==> src/rtl/regbank_pkg.sv <==
// Shared types and constants for the register-bank sequencer: FSM states,
// opcodes, instruction field positions and register-bank addresses.
package regbank_pkg;

    typedef enum logic [2:0] {
        S_IDLE,
        S_FETCH,
        S_DECODE,
        S_EXEC,
        S_WB,
        S_HALT
    } state_t;

    localparam logic [3:0] OP_NOP  = 4'h0;
    localparam logic [3:0] OP_LDW  = 4'h1;
    localparam logic [3:0] OP_JMP  = 4'h2;
    localparam logic [3:0] OP_BZ   = 4'h3;
    localparam logic [3:0] OP_HALT = 4'h4;
    localparam int         OP_ALU_MSB = 3;

    localparam int OP_HI = 23;
    localparam int OP_LO = 20;
    localparam int A_HI  = 19;
    localparam int A_LO  = 15;
    localparam int B_HI  = 14;
    localparam int B_LO  = 9;
    localparam int C_HI  = 8;
    localparam int C_LO  = 3;
    localparam int T_HI  = 19;
    localparam int T_LO  = 12;

    localparam logic [5:0] REG_IN0  = 6'd28;
    localparam logic [5:0] REG_IN1  = 6'd29;
    localparam logic [5:0] REG_OUT0 = 6'd30;
    localparam logic [5:0] REG_OUT1 = 6'd31;
    localparam logic [5:0] REG_W    = 6'd34;
    localparam logic [5:0] NUM_REGS = 6'd35;
    localparam logic [5:0] C_IDLE   = 6'd63;

    typedef struct packed {
        logic       is_alu;
        logic       is_ldw;
        logic       is_jmp;
        logic       is_bz;
        logic       is_halt;
        logic [4:0] a;
        logic [5:0] b;
        logic [5:0] c_safe;
        logic [7:0] target;
        logic [2:0] alu_op;
    } dec_t;

    // Input-port registers and out-of-range indices are never written.
    function automatic logic [5:0] protect_c(input logic [5:0] c);
        if (c == REG_IN0 || c == REG_IN1 || c >= NUM_REGS)
            return C_IDLE;
        return c;
    endfunction

endpackage

==> src/rtl/regbank_decode.sv <==
// Combinational instruction decoder: splits an instruction word into the
// opcode class flags and the operand fields used by the sequencer.
module regbank_decode
    import regbank_pkg::*;
#(
    parameter int INSTR_W = 24
) (
    input  logic [INSTR_W-1:0] i_instr,
    output dec_t               o_dec
);

    logic [3:0] w_op;
    logic       w_unused_rsvd;

    assign w_op          = i_instr[OP_HI:OP_LO];
    assign w_unused_rsvd = ^i_instr[C_LO-1:0];

    assign o_dec.is_alu  = w_op[OP_ALU_MSB];
    assign o_dec.is_ldw  = (w_op == OP_LDW);
    assign o_dec.is_jmp  = (w_op == OP_JMP);
    assign o_dec.is_bz   = (w_op == OP_BZ);
    assign o_dec.is_halt = (w_op == OP_HALT);
    assign o_dec.a       = i_instr[A_HI:A_LO];
    assign o_dec.b       = i_instr[B_HI:B_LO];
    assign o_dec.c_safe  = protect_c(i_instr[C_HI:C_LO]);
    assign o_dec.target  = i_instr[T_HI:T_LO];
    assign o_dec.alu_op  = w_op[2:0];

endmodule

==> src/rtl/regbank_sequencer.sv <==
// Multi-cycle fetch/decode/exec/writeback sequencer driving the register
// bank selects, W-load strobe and ALU opcode from a synchronous program ROM.
module regbank_sequencer
    import regbank_pkg::*;
#(
    parameter int PC_W    = 8,
    parameter int INSTR_W = 24
) (
    input  logic               CLK,
    input  logic               RST,
    input  logic               RUN,
    input  logic [INSTR_W-1:0] INSTR,
    input  logic               ZERO,
    output logic [PC_W-1:0]    PC,
    output logic [4:0]         A_CTRL,
    output logic [5:0]         B_CTRL,
    output logic [5:0]         C_CTRL,
    output logic               MR,
    output logic [2:0]         ALU_OP,
    output logic               BUSY,
    output logic               HALTED
);

    state_t             r_state;
    logic [PC_W-1:0]    r_pc;
    logic [INSTR_W-1:0] r_ir;
    logic [4:0]         r_a;
    logic [5:0]         r_b;
    logic [5:0]         r_c;
    logic               r_mr;
    logic [2:0]         r_alu_op;
    logic               r_busy;
    logic               r_halted;

    logic [INSTR_W-1:0] w_dec_in;
    logic [PC_W-1:0]    w_pc_inc;
    dec_t               w_dec;

    // EXEC-cycle outputs are registered, so they must be decoded from the ROM
    // data while IR is still being loaded in DECODE.
    assign w_dec_in = (r_state == S_DECODE) ? INSTR : r_ir;
    assign w_pc_inc = r_pc + PC_W'(1);

    regbank_decode #(.INSTR_W(INSTR_W)) u_decode (
        .i_instr (w_dec_in),
        .o_dec   (w_dec)
    );

    always_ff @(posedge CLK) begin
        if (RST) begin
            r_state  <= S_IDLE;
            r_pc     <= '0;
            r_ir     <= '0;
            r_a      <= '0;
            r_b      <= '0;
            r_c      <= C_IDLE;
            r_mr     <= 1'b0;
            r_alu_op <= '0;
            r_busy   <= 1'b0;
            r_halted <= 1'b0;
        end else begin
            r_mr <= 1'b0;
            r_c  <= C_IDLE;
            case (r_state)
                S_IDLE: begin
                    if (RUN) begin
                        r_state <= S_FETCH;
                        r_busy  <= 1'b1;
                    end
                end
                S_FETCH: r_state <= S_DECODE;
                S_DECODE: begin
                    r_ir    <= INSTR;
                    r_state <= S_EXEC;
                    r_mr    <= w_dec.is_ldw;
                    if (w_dec.is_alu) begin
                        r_a      <= w_dec.a;
                        r_b      <= w_dec.b;
                        r_alu_op <= w_dec.alu_op;
                    end
                end
                S_EXEC: begin
                    if (w_dec.is_alu) begin
                        r_c     <= w_dec.c_safe;
                        r_state <= S_WB;
                    end else if (w_dec.is_halt) begin
                        r_state  <= S_HALT;
                        r_busy   <= 1'b0;
                        r_halted <= 1'b1;
                    end else begin
                        if (w_dec.is_jmp || (w_dec.is_bz && ZERO))
                            r_pc <= PC_W'(w_dec.target);
                        else
                            r_pc <= w_pc_inc;
                        r_state <= RUN ? S_FETCH : S_IDLE;
                        r_busy  <= RUN;
                    end
                end
                S_WB: begin
                    r_pc    <= w_pc_inc;
                    r_state <= RUN ? S_FETCH : S_IDLE;
                    r_busy  <= RUN;
                end
                S_HALT: ;
                default: r_state <= S_IDLE;
            endcase
        end
    end

    assign PC     = r_pc;
    assign A_CTRL = r_a;
    assign B_CTRL = r_b;
    assign C_CTRL = r_c;
    assign MR     = r_mr;
    assign ALU_OP = r_alu_op;
    assign BUSY   = r_busy;
    assign HALTED = r_halted;

endmodule

==> config.mk <==
export PLATFORM = sky130hd
export DESIGN_NAME = regbank_sequencer
export DESIGN_NICKNAME = d
export VERILOG_FILES = /design/src/rtl/regbank_pkg.sv /design/src/rtl/regbank_decode.sv /design/src/rtl/regbank_sequencer.sv
export SDC_FILE = /design/constraint.sdc
export NUM_CORES = 1
export LEC_CHECK = 0
export CAP_MARGIN = 20
export CORE_MARGIN = 2
export CORE_UTILIZATION = 40
export DETAILED_ROUTE_END_ITERATION = 16
export PLACE_DENSITY = 0.64
export SYNTH_ARGS = -nofsm -noshare
export SYNTH_HDL_FRONTEND = slang
export SYNTH_SLANG_ARGS = --single-unit
export TNS_END_PERCENT = 1
==> constraint.sdc <==
create_clock -name CLK -period 2.7 [get_ports CLK]
set_input_delay 0.405 -clock CLK [delete_from_list [all_inputs] [get_ports CLK]]
set_output_delay 0.405 -clock CLK [all_outputs]
set_load 0.05 [all_outputs]
==> results.json <==
{
  "outcome": "finished clean",
  "totalWireLength_um": 4960,
  "htree_levels": 2,
  "num_rows": 27,
  "synth_nets": 286,
  "dominant_combinational_cell_family_by_area_after_synthesis": "simple AND/OR/NAND/NOR gates",
  "postCtsSetupBuffers": 0,
  "critical_path_fanout_max": 16,
  "post_dr_wirelength_cell_um": 13.1,
  "final_layout_size_suffix_gt1_share_pct": 6.82,
  "cp.required_ns": 2.94,
  "rsz0062_at_grt": "false",
  "synthesis.yosys.warnings": 0,
  "finalMaxSlewViolations": 0,
  "irDropWorstVdd_mv": 0.230,
  "final_min_period_over_clock_period_pct": 87.7,
  "syn2layout_area_growth_pct": 31.9,
  "grt_use_total_pct": 16.7,
  "drtPass1Iterations": 4,
  "coreArea_um2": 5440,
  "drt_drc_violations_left": 0,
  "gp_congestion": 0.725,
  "power.leakage_nw": 1.05,
  "floorplan.initialDensity_pct": 40.9,
  "cts_root_buf": "sky130_fd_sc_hd__clkbuf_8",
  "synth_compound_gate_area_share_pct": 16.0,
  "setup_total_negative_slack_ns": 0,
  "worst_skew_pair.late_latency_ns": 0.31,
  "detailroute.via_count": 1941,
  "yosys-top-cells-area": "sky130_fd_sc_hd__dfxtp_1, sky130_fd_sc_hd__nand2_1, sky130_fd_sc_hd__mux2i_1",
  "pre_cts_slack_ns": 0.357,
  "final_antenna_net_count": 0,
  "critPathTopFamily": "simple AND/OR/NAND/NOR gates",
  "antennaDiodeCount": 0,
  "num-fill-cells": 542,
  "buffer_ports.inserted": 55,
  "postSynthAreaPerCell_um2": 8.65,
  "overflow": 0,
  "finish.instance_area_um2": 2930,
  "final_hold_viol_count": 0,
  "slowest_stage": "sky130_fd_sc_hd__dfxtp_1",
  "number_of_synthesized_flops_with_an_enable_pin": 0,
  "syn-instance-count": 257,
  "post_synth_num_cell_types": 48,
  "post-route-worst-setup-slack_ns": 0.333,
  "critical_path.cell_chain": "or3b_4 -> mux2_4 -> o211a_4 -> or4_1 -> a31oi_1",
  "power.density_cell_area_nw_per_um2": 609,
  "postSynth.asyncResetShare_pct": 0,
  "final_net_count": 336,
  "hold_path.class": "flip-flop to flip-flop",
  "synth_seq_area_share_pct": 46.8,
  "post_synth_and_or_nand_nor_area_fraction_pct": 22.5,
  "crit_path_max_incr_delay_ns": 0.57,
  "critical_path_buf_inv_count": 0,
  "finalSetupViolCount": 0,
  "worst_setup_hold_path_clk_slew_ns": 0.09,
  "worstPathArrival_ns": 2.61,
  "drt_first_iter_violations": 88,
  "multi_input_comb_area_um2": 1090,
  "floorplan.die.height_um": 78.6,
  "muxShareOfSynthArea_pct": 9.40,
  "first_global_vias": 1745,
  "antenna_violations_before_repair": 0,
  "synth_top_cell_by_area": "sky130_fd_sc_hd__dfxtp_1",
  "finalClockSkew_ns": 0.00662,
  "post_cts_resize_count": 0,
  "ff_latch_area_um2": 1040,
  "area_share_of_the_largest_cell_type_after_synthesis_pct": 46.8,
  "crit_path_start_kind": "flip-flop",
  "worstMarginPinSlew_ns": 0.967,
  "number_of_non_filler_instances_in_the_completed_layout": 380,
  "num_io_pins": 59,
  "cts_tree": "built",
  "synthFlopType": "sky130_fd_sc_hd__dfxtp_1",
  "slew-limit-headroom_pct": 35.5,
  "grt_first_pass_wirelength_um": 8240,
  "timing.fmax_ghz": 0.422,
  "post-dp-hpwl_um": 3440,
  "die_area_um2": 6170,
  "cap_viol_max_count": 0,
  "synth-seq-cells": 52,
  "fraction_of_synthesized_cell_area_in_xor_and_xnor_cells_pct": 0.394,
  "dpl-instance-area_um2": 2830,
  "via_cell_ratio": 5.11,
  "dp_cells": 372,
  "synth_adder_area_share_pct": 0.563,
  "path_class": "flip-flop to flip-flop",
  "clock_sink_count": 52,
  "layout_min_cycle_time_ns": 2.37,
  "die_x_um": 78.6,
  "post_synthesis_instance_area_um2": 2220,
  "worst_setup_path_end_kind": "flip-flop",
  "cts-root-to-sink-buffers": 2,
  "grt_max_degree": 47,
  "cts_hold_buf": 0,
  "cts_inserted_buffers": 5
}
## cell type report
type,instances,share of cell area [%]
Clock buffer,6,2.47
Inverter,6,0.768
Tap cell,72,3.07
Timing Repair Buffer,59,19.8
Clock inverter,2,1.19
Sequential cell,52,35.5
Multi-Input combinational cell,183,37.2
## flip-flops by register name (all words and copies together) (netlist names)
name / count
r_state: 3
r_ir: 18
MR: 1
PC: 8
A_CTRL: 5
ALU_OP: 3
C_CTRL: 6
HALTED: 1
B_CTRL: 6
BUSY: 1
## layer usage
metal / wire length, um / track usage (%) / part of all wire [%] / vias to the layer above
met3: 280 / 4.71 / 5.6 / 6
met1: 2370 / 22.9 / 48 / 901
li1: - / - / - / 988
met4: 70 / 6.32 / 1.4 / 0
met5: 0 / 0 / 0 / -
met2: 2250 / 25.0 / 45 / 46
## Yosys cell counts (all sizes together), types with 2 or more instances
cell and count:
a22oi 2, a21o 2, a31oi 4, a211oi 2, mux2i 16, and3 2
and2 2, nor3 2, o21a 2, nand2 52, nor2 27, nand3 2
o21ai 4, nor4 2, dfxtp 52, o211ai 2, clkbuf 10, nand4 2
buf 6, nor2b 2, inv 6, nand3b 2, or3b 2, nor3b 4
mux2 4, or4 2, a21oi 23, o32ai 3
## through the flow
stage                     power [mW]  util [%]  hold WS, ns
after floorplan                 1.16         -        0.449
after global placement          1.28      51.9        0.441
after detailed placement        1.28      51.9        0.448
after CTS                       1.81      53.9        0.462
after global routing            1.88      53.9        0.482
final                           1.79      53.9        0.457
## tightest hold or removal path, cell delays in order, from the launching register on
cell                      delay (ns)
sky130_fd_sc_hd__dfxtp_1        0.32
sky130_fd_sc_hd__nand2_1        0.05
sky130_fd_sc_hd__a21oi_1        0.05
## cell families (layout without fill, tap and decap cells)
group,Yosys count,after routing
AOI/OAI and AO/OA,53,53
xor gates and xnor gates,1,1
adders and majority gates,1,1
buffers and inverters,22,73
DFF,52,52
muxes,20,20
and+or+nand+nor,108,108
## final timing paths
kind,cells past startpoint,slack (ns),from,to
max,5,0.33,r_state[1],PC[4]
min,2,0.46,B_CTRL[0],B_CTRL[0]
max reg2reg,5,0.33,r_state[1],PC[4]
min reg2reg,2,0.46,B_CTRL[0],B_CTRL[0]
## where the power goes
group,switching [mW],leakage [nW],internal [mW]
logic,0.235,0.572,0.173
clock network,0.248,0.0552,0.275
registers,0.0402,0.422,0.814
total,0.524,1.05,1.26
## cell usage in the layout (no fill, tap or decap), types with 3 or more instances in the layout
cell | netlist | routed
sky130_fd_sc_hd__o21ai_0 | 4 | 4
sky130_fd_sc_hd__nor2_1 | 27 | 27
sky130_fd_sc_hd__nor3b_1 | 4 | 3
sky130_fd_sc_hd__mux2_2 | 3 | 3
sky130_fd_sc_hd__o32ai_1 | 3 | 3
sky130_fd_sc_hd__inv_1 | 6 | 6
sky130_fd_sc_hd__nand2_1 | 52 | 52
sky130_fd_sc_hd__clkbuf_8 | 0 | 5
sky130_fd_sc_hd__buf_4 | 0 | 4
sky130_fd_sc_hd__dfxtp_1 | 52 | 52
sky130_fd_sc_hd__a31oi_1 | 4 | 4
sky130_fd_sc_hd__a21oi_1 | 23 | 23
sky130_fd_sc_hd__clkdlybuf4s50_1 | 0 | 55
sky130_fd_sc_hd__mux2i_1 | 16 | 16
Power figures use the tool's default switching activity.
